<file path="src/rtl/pipe_mips32_ex.sv">
// pipe_mips32_ex: execute stage of the 5-stage MIPS32 pipeline with an iterative shift-add multiplier
//
// Ports: clk1/rst (async, active-high), halted freezes all state, flush squashes this cycle's work.
// id_ex_* come from the ID/EX register; ex_mem_* form the EX/MEM register; ex_busy stalls ID
// while a multiply is iterating.
// Build option: define EX_FAST_MUL_EN for a single-cycle combinational MUL (ex_busy tied to 0).
module pipe_mips32_ex #(
  parameter int XLEN       = 32,
  parameter int MUL_CYCLES = 32
) (
  input  logic            clk1,
  input  logic            rst,
  input  logic            halted,
  input  logic            flush,
  input  logic            id_ex_valid,
  input  logic [31:0]     id_ex_ir,
  input  logic [XLEN-1:0] id_ex_npc,
  input  logic [XLEN-1:0] id_ex_a,
  input  logic [XLEN-1:0] id_ex_b,
  input  logic [XLEN-1:0] id_ex_imm,
  input  logic [2:0]      id_ex_type,
  output logic            ex_busy,
  output logic            ex_mem_valid,
  output logic [31:0]     ex_mem_ir,
  output logic [2:0]      ex_mem_type,
  output logic [XLEN-1:0] ex_mem_aluout,
  output logic [XLEN-1:0] ex_mem_b,
  output logic            ex_mem_cond
);
`ifdef EX_FAST_MUL_EN
  localparam bit FAST_MUL = 1'b1;
`else
  localparam bit FAST_MUL = 1'b0;
`endif
  localparam int CW = $clog2(MUL_CYCLES);
  localparam logic [CW-1:0] LAST = CW'(MUL_CYCLES - 1);
  localparam logic [2:0] T_RR = 3'b000, T_RM = 3'b001, T_LD = 3'b010, T_ST = 3'b011, T_BR = 3'b100;
  localparam logic [5:0] OP_ADD = 6'b000000, OP_SUB = 6'b000001, OP_AND = 6'b000010, OP_OR = 6'b000011,
                         OP_SLT = 6'b000100, OP_MUL = 6'b000101, OP_ADDI = 6'b001010,
                         OP_SUBI = 6'b001011, OP_SLTI = 6'b001100;
  typedef enum logic {IDLE, RUN} state_t;
  state_t state_q, state_d;
  logic [CW-1:0] cnt_q, cnt_d;
  logic [XLEN-1:0] acc_q, acc_d, mcand_q, mcand_d, mplier_q, mplier_d, step;
  logic valid_q, valid_d, cond_q, cond_d;
  logic [31:0] ir_q, ir_d;
  logic [2:0] type_q, type_d;
  logic [XLEN-1:0] alu_q, alu_d, b_q, b_d;
  logic [5:0] op;
  logic [XLEN-1:0] rr_res, rm_res, alu_res;
  logic cond_res, mul_start;
  assign op = id_ex_ir[31:26];
  assign rr_res = op == OP_ADD ? id_ex_a + id_ex_b :
                  op == OP_SUB ? id_ex_a - id_ex_b :
                  op == OP_AND ? id_ex_a & id_ex_b :
                  op == OP_OR  ? id_ex_a | id_ex_b :
                  op == OP_SLT ? XLEN'($signed(id_ex_a) < $signed(id_ex_b)) :
                  op == OP_MUL ? (FAST_MUL ? id_ex_a * id_ex_b : '1) : '1;
  assign rm_res = op == OP_ADDI ? id_ex_a + id_ex_imm :
                  op == OP_SUBI ? id_ex_a - id_ex_imm :
                  op == OP_SLTI ? XLEN'($signed(id_ex_a) < $signed(id_ex_imm)) : '1;
  assign alu_res = id_ex_type == T_RR ? rr_res :
                   id_ex_type == T_RM ? rm_res :
                   (id_ex_type == T_LD || id_ex_type == T_ST) ? id_ex_a + id_ex_imm :
                   id_ex_type == T_BR ? id_ex_npc + id_ex_imm : '0;
  assign cond_res = id_ex_type == T_BR && id_ex_a == '0;
  assign mul_start = !FAST_MUL && id_ex_valid && id_ex_type == T_RR && op == OP_MUL;
  // one shift-add iteration: add the multiplicand when the current multiplier LSB is set
  assign step = acc_q + (mplier_q[0] ? mcand_q : '0);
  always_comb begin
    state_d = state_q;
    cnt_d = cnt_q;
    acc_d = acc_q;
    mcand_d = mcand_q;
    mplier_d = mplier_q;
    valid_d = valid_q;
    ir_d = ir_q;
    type_d = type_q;
    alu_d = alu_q;
    b_d = b_q;
    cond_d = cond_q;
    if (!halted) begin
      if (flush) begin
        state_d = IDLE;
        valid_d = 1'b0;
      end else if (state_q == RUN) begin
        acc_d = step;
        mcand_d = mcand_q << 1;
        mplier_d = mplier_q >> 1;
        cnt_d = cnt_q + 1'b1;
        state_d = cnt_q == LAST ? IDLE : RUN;
        valid_d = cnt_q == LAST;
        alu_d = cnt_q == LAST ? step : alu_q;
        cond_d = 1'b0;
      end else begin
        // IR/type/B of a starting multiply are captured here and held until the product lands
        ir_d = id_ex_ir;
        type_d = id_ex_type;
        alu_d = alu_res;
        b_d = id_ex_b;
        cond_d = cond_res;
        valid_d = id_ex_valid && !mul_start;
        if (mul_start) begin
          state_d = RUN;
          cnt_d = '0;
          acc_d = '0;
          mcand_d = id_ex_a;
          mplier_d = id_ex_b;
        end
      end
    end
  end
  always_ff @(posedge clk1 or posedge rst) begin
    if (rst) begin
      state_q <= IDLE;
      cnt_q <= '0;
      acc_q <= '0;
      mcand_q <= '0;
      mplier_q <= '0;
      valid_q <= 1'b0;
      ir_q <= '0;
      type_q <= '0;
      alu_q <= '0;
      b_q <= '0;
      cond_q <= 1'b0;
    end else begin
      state_q <= state_d;
      cnt_q <= cnt_d;
      acc_q <= acc_d;
      mcand_q <= mcand_d;
      mplier_q <= mplier_d;
      valid_q <= valid_d;
      ir_q <= ir_d;
      type_q <= type_d;
      alu_q <= alu_d;
      b_q <= b_d;
      cond_q <= cond_d;
    end
  end
`ifdef EX_FAST_MUL_EN
  assign ex_busy = 1'b0;
`else
  assign ex_busy = state_q == RUN;
`endif
  assign ex_mem_valid = valid_q;
  assign ex_mem_ir = ir_q;
  assign ex_mem_type = type_q;
  assign ex_mem_aluout = alu_q;
  assign ex_mem_b = b_q;
  assign ex_mem_cond = cond_q;
endmodule

</file>
<file path="config.mk">
export PLATFORM = sky130hd
export DESIGN_NAME = pipe_mips32_ex
export DESIGN_NICKNAME = d
export VERILOG_FILES = /design/src/rtl/pipe_mips32_ex.sv
export SDC_FILE = /design/constraint.sdc
export NUM_CORES = 1
export LEC_CHECK = 0
export ABC_AREA = 0
export ABC_CLOCK_PERIOD_IN_PS = 6800
export CORE_MARGIN = 3
export CORE_UTILIZATION = 45
export CTS_CLUSTER_SIZE = 12
export DETAILED_ROUTE_END_ITERATION = 10
export PLACE_DENSITY = 0.76
export SYNTH_ARGS = -nofsm -noshare
export SYNTH_HDL_FRONTEND = slang
export SYNTH_SLANG_ARGS = --single-unit
</file>
<file path="constraint.sdc">
create_clock -name clk1 -period 6.8 [get_ports clk1]
set_input_delay 1.36 -clock clk1 [delete_from_list [all_inputs] [get_ports clk1]]
set_output_delay 1.36 -clock clk1 [all_outputs]
set_load 0.02 [all_outputs]
</file>
==> impl_metrics.json, run 1 <==
{
  "finalNetCount": 3402,
  "powerDensity_nw_per_um2": 173,
  "synthMuxAreaShare": 0.0350,
  "final_cell_mix": "380 x nand2_1, 302 x o21ai_0, 268 x clkdlybuf4s50_1, 239 x a21oi_1, 223 x ha_1",
  "final.fill_count": 4401,
  "path_class": "in -> reg",
  "cts-resized-gates": 0,
  "tns_ps": 0,
  "async_flop_share": 1.00,
  "start_util": 0.457,
  "num_io_pins": 270,
  "drt_wl_total_mm": 92.0,
  "final_util": 0.544,
  "crit_arrival_ps": 5990,
  "critPathBufInv": 2,
  "postCtsSetupRepairBufs": 0,
  "firstDrtPassIters": 6,
  "synth_top_area_share": 0.239,
  "post_synth_fa_ha_maj_area_fraction": 0.137,
  "syn_to_final_growth_pct": 19.2,
  "clk_path_buf_depth": 3,
  "synth_area_per_cell_sq_um": 7.56,
  "yosys.area_share.simple": 0.191,
  "ys_warn_count": 0,
  "wl_per_cell_microns": 25.3,
  "end_kind": "register",
  "fin_total_pwr_w": 0.00438,
  "synth_top_family_by_area": "compound AO/OA/AOI/OAI gates",
  "fmax_mhz": 179,
  "max-slew-margin-rel": 0.184,
  "drc": 0,
  "die_h_microns": 223,
  "die_area_sq_um": 49900,
  "stdcell_area_sq_um": 25300,
  "final_common_cell": "nand2_1",
  "hpwl_mm": 71.3,
  "period_share": 0.824,
  "fin_crit_ps": 5600,
  "synth_xor_area_frac": 0.0523,
  "htreeDepth": 1,
  "worstMarginPinSlew_ps": 1220,
  "cts_tree": "built",
  "fin_worst_skew_ps": 16.5,
  "synth_edf_count": 0,
  "synth-compound-area-share": 0.287,
  "grt_pass1_wl_mm": 136,
  "insertion_delay_ps": 550,
  "ys_types": 86,
  "setup.worst_path.start_class": "input port",
  "status": "finished clean",
  "core_sq_um": 46600,
  "antenna_found_initial": 5,
  "ys_seq_area_frac": 0.239,
  "synth_nets": 3208,
  "grt_pass1_vias": 21816,
  "drv_cap": 0,
  "grtUsageTotal": 0.353,
  "grt-ovfl-total": 0,
  "clk_pin_slew_ps": 60,
  "rsz0062_at_grt": "no",
  "fp.dieW_microns": 223,
  "worst-path-max-fanout": 5,
  "syn_area_sq_um": 21300,
  "drive_gt1_frac": 0.0437,
  "required_ps": 7190,
  "hold_buffers": 0,
  "ys_seq_elements": 203,
  "slowest_delay_ps": 720,
  "drtAntennaViolNets": 0,
  "ir_drop_mv": 0.164,
  "ys.flop_type": "dfrtp_1",
  "port_buffers": 269,
  "rows": 79,
  "finalSetupViolations": 0,
  "slew_viol_final": 0,
  "numCtsBuffers": 25,
  "dpl-instance-area_sq_um": 24500,
  "synthTopCellsByArea": "dfrtp_1 24%, ha_1 13%, o21ai_0 7.1%, nand2_1 6.7%, a21oi_1 5.6%",
  "cts_sinks": 203,
  "cts_root_buf": "clkbuf_16",
  "hold_path.class": "reg -> reg",
  "gp_congestion": 1.10,
  "grt_max_degree": 176,
  "via_per_inst": 6.36,
  "path_delay_family": "compound AO/OA/AOI/OAI gates",
  "hold_violations": 0,
  "synthCells": 2811,
  "cp_cell_sequence": "clkdlybuf4s50_1 -> inv_1 -> ha_1 -> fa_1 -> o21ba_2 -> or4_1 -> a21oi_2 -> o41ai_2 -> a211oi_1 -> o31ai_1 -> xor2_1 -> o21ai_0 -> o21bai_1 -> o311ai_0",
  "critPathSlowestCell": "clkdlybuf4s50_1",
  "num_vias": 23088,
  "first_iter_violations": 3098,
  "yosys.area.top_type": "dfrtp_1",
  "p_leak_nw": 11.4
}
synth_stat cells, drive strengths merged (7+ instances only):
library cell / n
mux2i: 72
o211ai: 22
o221ai: 11
a31o: 7
inv: 175
a221o: 8
nand2: 381
nor4: 22
a22o: 17
o21a: 11
o31a: 8
dfrtp: 203
o21bai: 33
nand4: 23
clkbuf: 128
xor2: 46
nor3: 46
o311ai: 12
buf: 20
nor2: 205
or2: 17
o22ai: 7
o31ai: 28
or4: 7
a2111oi: 12
nand3: 43
a211oi: 35
o21ai: 305
a22oi: 21
xnor2: 81
o41ai: 7
ha: 223
a211o: 11
nor2b: 22
a21o: 62
nand2b: 25
or3: 21
and3: 14
a221oi: 13
a21oi: 240
a21boi: 9
and2: 40
a31oi: 38
per-stage QoR:
| step | setup slack [ps] | instances | hold slack (ps) |
|---|---|---|---|
| global route | 986 | 3630 | 493 |
| detailed placement | 824 | 3585 | 463 |
| global placement | 817 | 3585 | 456 |
| floorplan | 2470 | 2811 | 450 |
| CTS | 1360 | 3630 | 477 |
| finish | 1200 | 3632 | 475 |
worst reg2reg max path, stage by stage, from the launching register on:
cell      delay, ps
dfrtp_1         360
buf_4           230
and2_1          190
ha_1            220
fa_1            450
a211oi_1        330
o21bai_1        160
nand3_1         130
nand4b_1        110
a31oi_1         380
o22ai_1         140
a211oi_1        460
o21ai_0         190
xnor2_1         190
a221o_1         330
final cells by class:
cell class	count	area, sq um	area share
Sequential cell	203	5080	0.201
Antenna cell	2	5.00	0.000198
Clock inverter	7	71.3	0.00282
Timing Repair Buffer	315	3050	0.120
Tap cell	607	759	0.0300
Inverter	176	664	0.0262
Multi-Input combinational cell	2284	15000	0.591
Clock buffer	38	724	0.0286
report_power, final:
group          internal, W  leakage, nW  switching, W
logic             0.000651         8.31       0.00102
clock network     0.000772        0.393      0.000568
registers          0.00130         2.67     0.0000736
routing by layer:
metal,vias to the layer above,wire length [microns],part of all wire,track usage
met5,-,91,0.00099,0
met4,14,5000,0.054,0.146
met3,226,10200,0.11,0.0851
met2,1328,38500,0.42,0.531
met1,11065,38300,0.42,0.487
li1,10455,-,-,-
cell families (layout without fill, tap and decap cells):
| logic type | Yosys count | in the layout |
|---|---|---|
| simple gates | 892 | 892 |
| buf+inv | 324 | 536 |
| fa+ha+maj | 229 | 229 |
| flops | 203 | 203 |
| mux | 74 | 74 |
| other cells | 0 | 2 |
| xor+xnor | 127 | 127 |
| compound gates | 962 | 962 |
path summary, 6_finish.rpt:
check	start	endpoint	slack [ps]	cells past startpoint
min in group asynchronous	rst	acc_q[30]	1350	2
max in group asynchronous	rst	mplier_q[12]	4000	3
setup reg to reg	mplier_q[0]	ex_mem_aluout[26]	2820	14
setup / recovery	id_ex_a[0]	ex_mem_aluout[18]	1200	14
hold reg to reg	ex_mem_ir[30]	ex_mem_ir[30]	480	2
hold / removal	ex_mem_ir[30]	ex_mem_ir[30]	480	2
sequential cells by signal (all words and copies together), names as in the netlist:
signal	count
acc_q	32
ex_mem_aluout	32
ex_mem_b	32
ex_mem_ir	32
mcand_q	32
mplier_q	32
cnt_q	5
ex_mem_type	3
ex_busy	1
ex_mem_cond	1
ex_mem_valid	1
Power figures use the tool's default switching activity.
==> inputs of run 2 (changes only) <==
--- a/config.mk
+++ b/config.mk
@@ -6,12 +6,12 @@
 export NUM_CORES = 1
 export LEC_CHECK = 0
 export ABC_AREA = 0
-export ABC_CLOCK_PERIOD_IN_PS = 6800
+export ABC_CLOCK_PERIOD_IN_PS = 5500
 export CORE_MARGIN = 3
 export CORE_UTILIZATION = 45
 export CTS_CLUSTER_SIZE = 12
 export DETAILED_ROUTE_END_ITERATION = 10
-export PLACE_DENSITY = 0.76
+export PLACE_DENSITY = 0.73
 export SYNTH_ARGS = -nofsm -noshare
 export SYNTH_HDL_FRONTEND = slang
 export SYNTH_SLANG_ARGS = --single-unit
==> constraint.sdc (replaced) <==
create_clock -name clk1 -period 5.5 [get_ports clk1]
set_input_delay 1.1 -clock clk1 [delete_from_list [all_inputs] [get_ports clk1]]
set_output_delay 1.1 -clock clk1 [all_outputs]
set_load 0.02 [all_outputs]
==> run 2 against run 1 <==
Effect of this change:
- count of clock-buffer cells in the layout fell by 5
- first-iteration DRC count fell by 18%
- total power rose by 28%
- non-clock buffer count rose by 71
- clock power rose by 35%
- final cell count rose by 1.9%
- via count rose by 0.33%
- worst hold slack got worse by 2.5 ps
- cell area rose by 2.5%
- sequential share of layout area fell by 0.50 points
- critical path type unchanged
- highest routed layer unchanged
==> impl_metrics.json, run 2 (synthesis gave the netlist of run 1 again) <==
{
  "path_class": "in -> reg",
  "die_h_microns": 223,
  "min_from": "ex_mem_ir[12]",
  "cts_sinks": 203,
  "end_kind": "register",
  "drc": 0,
  "hpwl_mm": 74.6,
  "grt_pass1_wl_mm": 139,
  "grt_pass1_vias": 22125,
  "fin_worst_skew_ps": 17.5,
  "dpl-instance-area_sq_um": 25100,
  "ir_drop_mv": 0.266,
  "num_vias": 23164,
  "cts_root_buf": "clkbuf_16",
  "via_per_inst": 6.26,
  "first_iter_violations": 2546,
  "holdWs_ps": 473,
  "drive_gt1_frac": 0.0666,
  "crit_arrival_ps": 5170,
  "stdcell_area_sq_um": 26000,
  "numCtsBuffers": 25,
  "critPathSlowestCell": "clkdlybuf4s50_1",
  "htreeDepth": 1,
  "fp.dieW_microns": 223,
  "wl_per_cell_microns": 25.3,
  "hold_path.class": "reg -> reg",
  "drv_cap": 0,
  "slew_viol_final": 0,
  "drt_wl_total_mm": 93.5,
  "powerDensity_nw_per_um2": 216,
  "slowest_delay_ps": 500,
  "status": "finished clean",
  "period_share": 0.854,
  "r2r-start": "mplier_q[0]",
  "worstMarginPinSlew_ps": 1240,
  "syn_to_final_growth_pct": 22.2,
  "worst-path-max-fanout": 4,
  "core_sq_um": 46600,
  "finalSetupViolations": 0,
  "grt_max_degree": 136,
  "p_leak_nw": 11.8,
  "firstDrtPassIters": 8,
  "rsz0062_at_grt": "no",
  "grt-ovfl-total": 0,
  "grtUsageTotal": 0.360,
  "tns_ps": 0,
  "antenna_found_initial": 3,
  "max-slew-margin-rel": 0.161,
  "cts_tree": "built",
  "clk_path_buf_depth": 3,
  "gp_congestion": 1.02,
  "final_common_cell": "nand2_1",
  "diodes": 0,
  "rows": 79,
  "port_buffers": 269,
  "hold_violations": 0,
  "start_util": 0.457,
  "die_area_sq_um": 49900,
  "required_ps": 5970,
  "num_io_pins": 270,
  "cts-resized-gates": 0,
  "insertion_delay_ps": 560,
  "postCtsSetupRepairBufs": 0,
  "fmax_mhz": 213,
  "cp_common_cell": "a31oi_1",
  "critPathLaunch": "id_ex_npc[0]",
  "hold_buffers": 0,
  "final_cell_mix": "380 x nand2_1, 302 x o21ai_0, 268 x clkdlybuf4s50_1, 239 x a21oi_1, 223 x ha_1",
  "setup.worst_path.start_class": "input port",
  "clk_pin_slew_ps": 60,
  "fin_crit_ps": 4700,
  "cp_cell_sequence": "clkdlybuf4s50_1 -> ha_1 -> fa_1 -> a211oi_1 -> o21a_1 -> o211ai_1 -> a31oi_1 -> o21ai_1 -> a31oi_1 -> a21oi_1 -> and3_1 -> o31a_1 -> o21ai_0",
  "drtAntennaViolNets": 0,
  "finalNetCount": 3473
}
## run 2: cell types whose count changed in the layout (fill, tap and decap cells not counted), sizes merged
cell | previous run | this run
buf | 47 | 118
clkbuf | 38 | 33
bufinv | 1 | 5
diode | 2 | 0
## run 2: final timing paths
path,to,slack (ps),cells after the start
setup / recovery,ex_mem_aluout[28],800,13
hold / removal,ex_mem_ir[12],470,2
setup reg to reg,ex_mem_aluout[26],1190,14
min in group asynchronous,mplier_q[3],1120,3
hold reg to reg,ex_mem_ir[12],470,2
max in group asynchronous,ex_mem_b[26],3660,3
## run 2: area by class of cell
type,count,area [sq um]
well taps,607,759
multi-input cells,2284,15000
inverters,176,664
flip-flops and latches,203,5080
clock buffers,33,696
fillers,4363,20600
repair buffers,386,3600
clock inverters,11,188
## run 2: layer usage
metal,global-route usage,share of wire
met1,0.486,0.41
met2,0.548,0.43
met3,0.0786,0.097
met4,0.173,0.060
met5,0,0.00024
## run 2: metrics by stage
step                       util  setup WS (ps)  instances  power, W
after floorplan               -           1430       2811   0.00287
after global placement    0.539            449       3656   0.00376
after detailed placement  0.539            378       3656   0.00377
after CTS                 0.558            950       3700   0.00559
after global routing      0.558            642       3700   0.00583
final                     0.558            803       3700   0.00561
## run 2: power by group
group	total [W]	leakage [nW]	internal (W)	switching, W
sequential	0.00170	2.67	0.00160	0.0000915
clock	0.00181	0.437	0.00112	0.000692
combinational	0.00210	8.66	0.000842	0.00126
total	0.00561	11.8	0.00357	0.00204
## run 2: worst max-delay path: cells and delay by family
family	cells	cell delay, ps
fa+ha+maj	2	810
simple gates	1	200
compound gates	9	2540
buf+inv	1	500
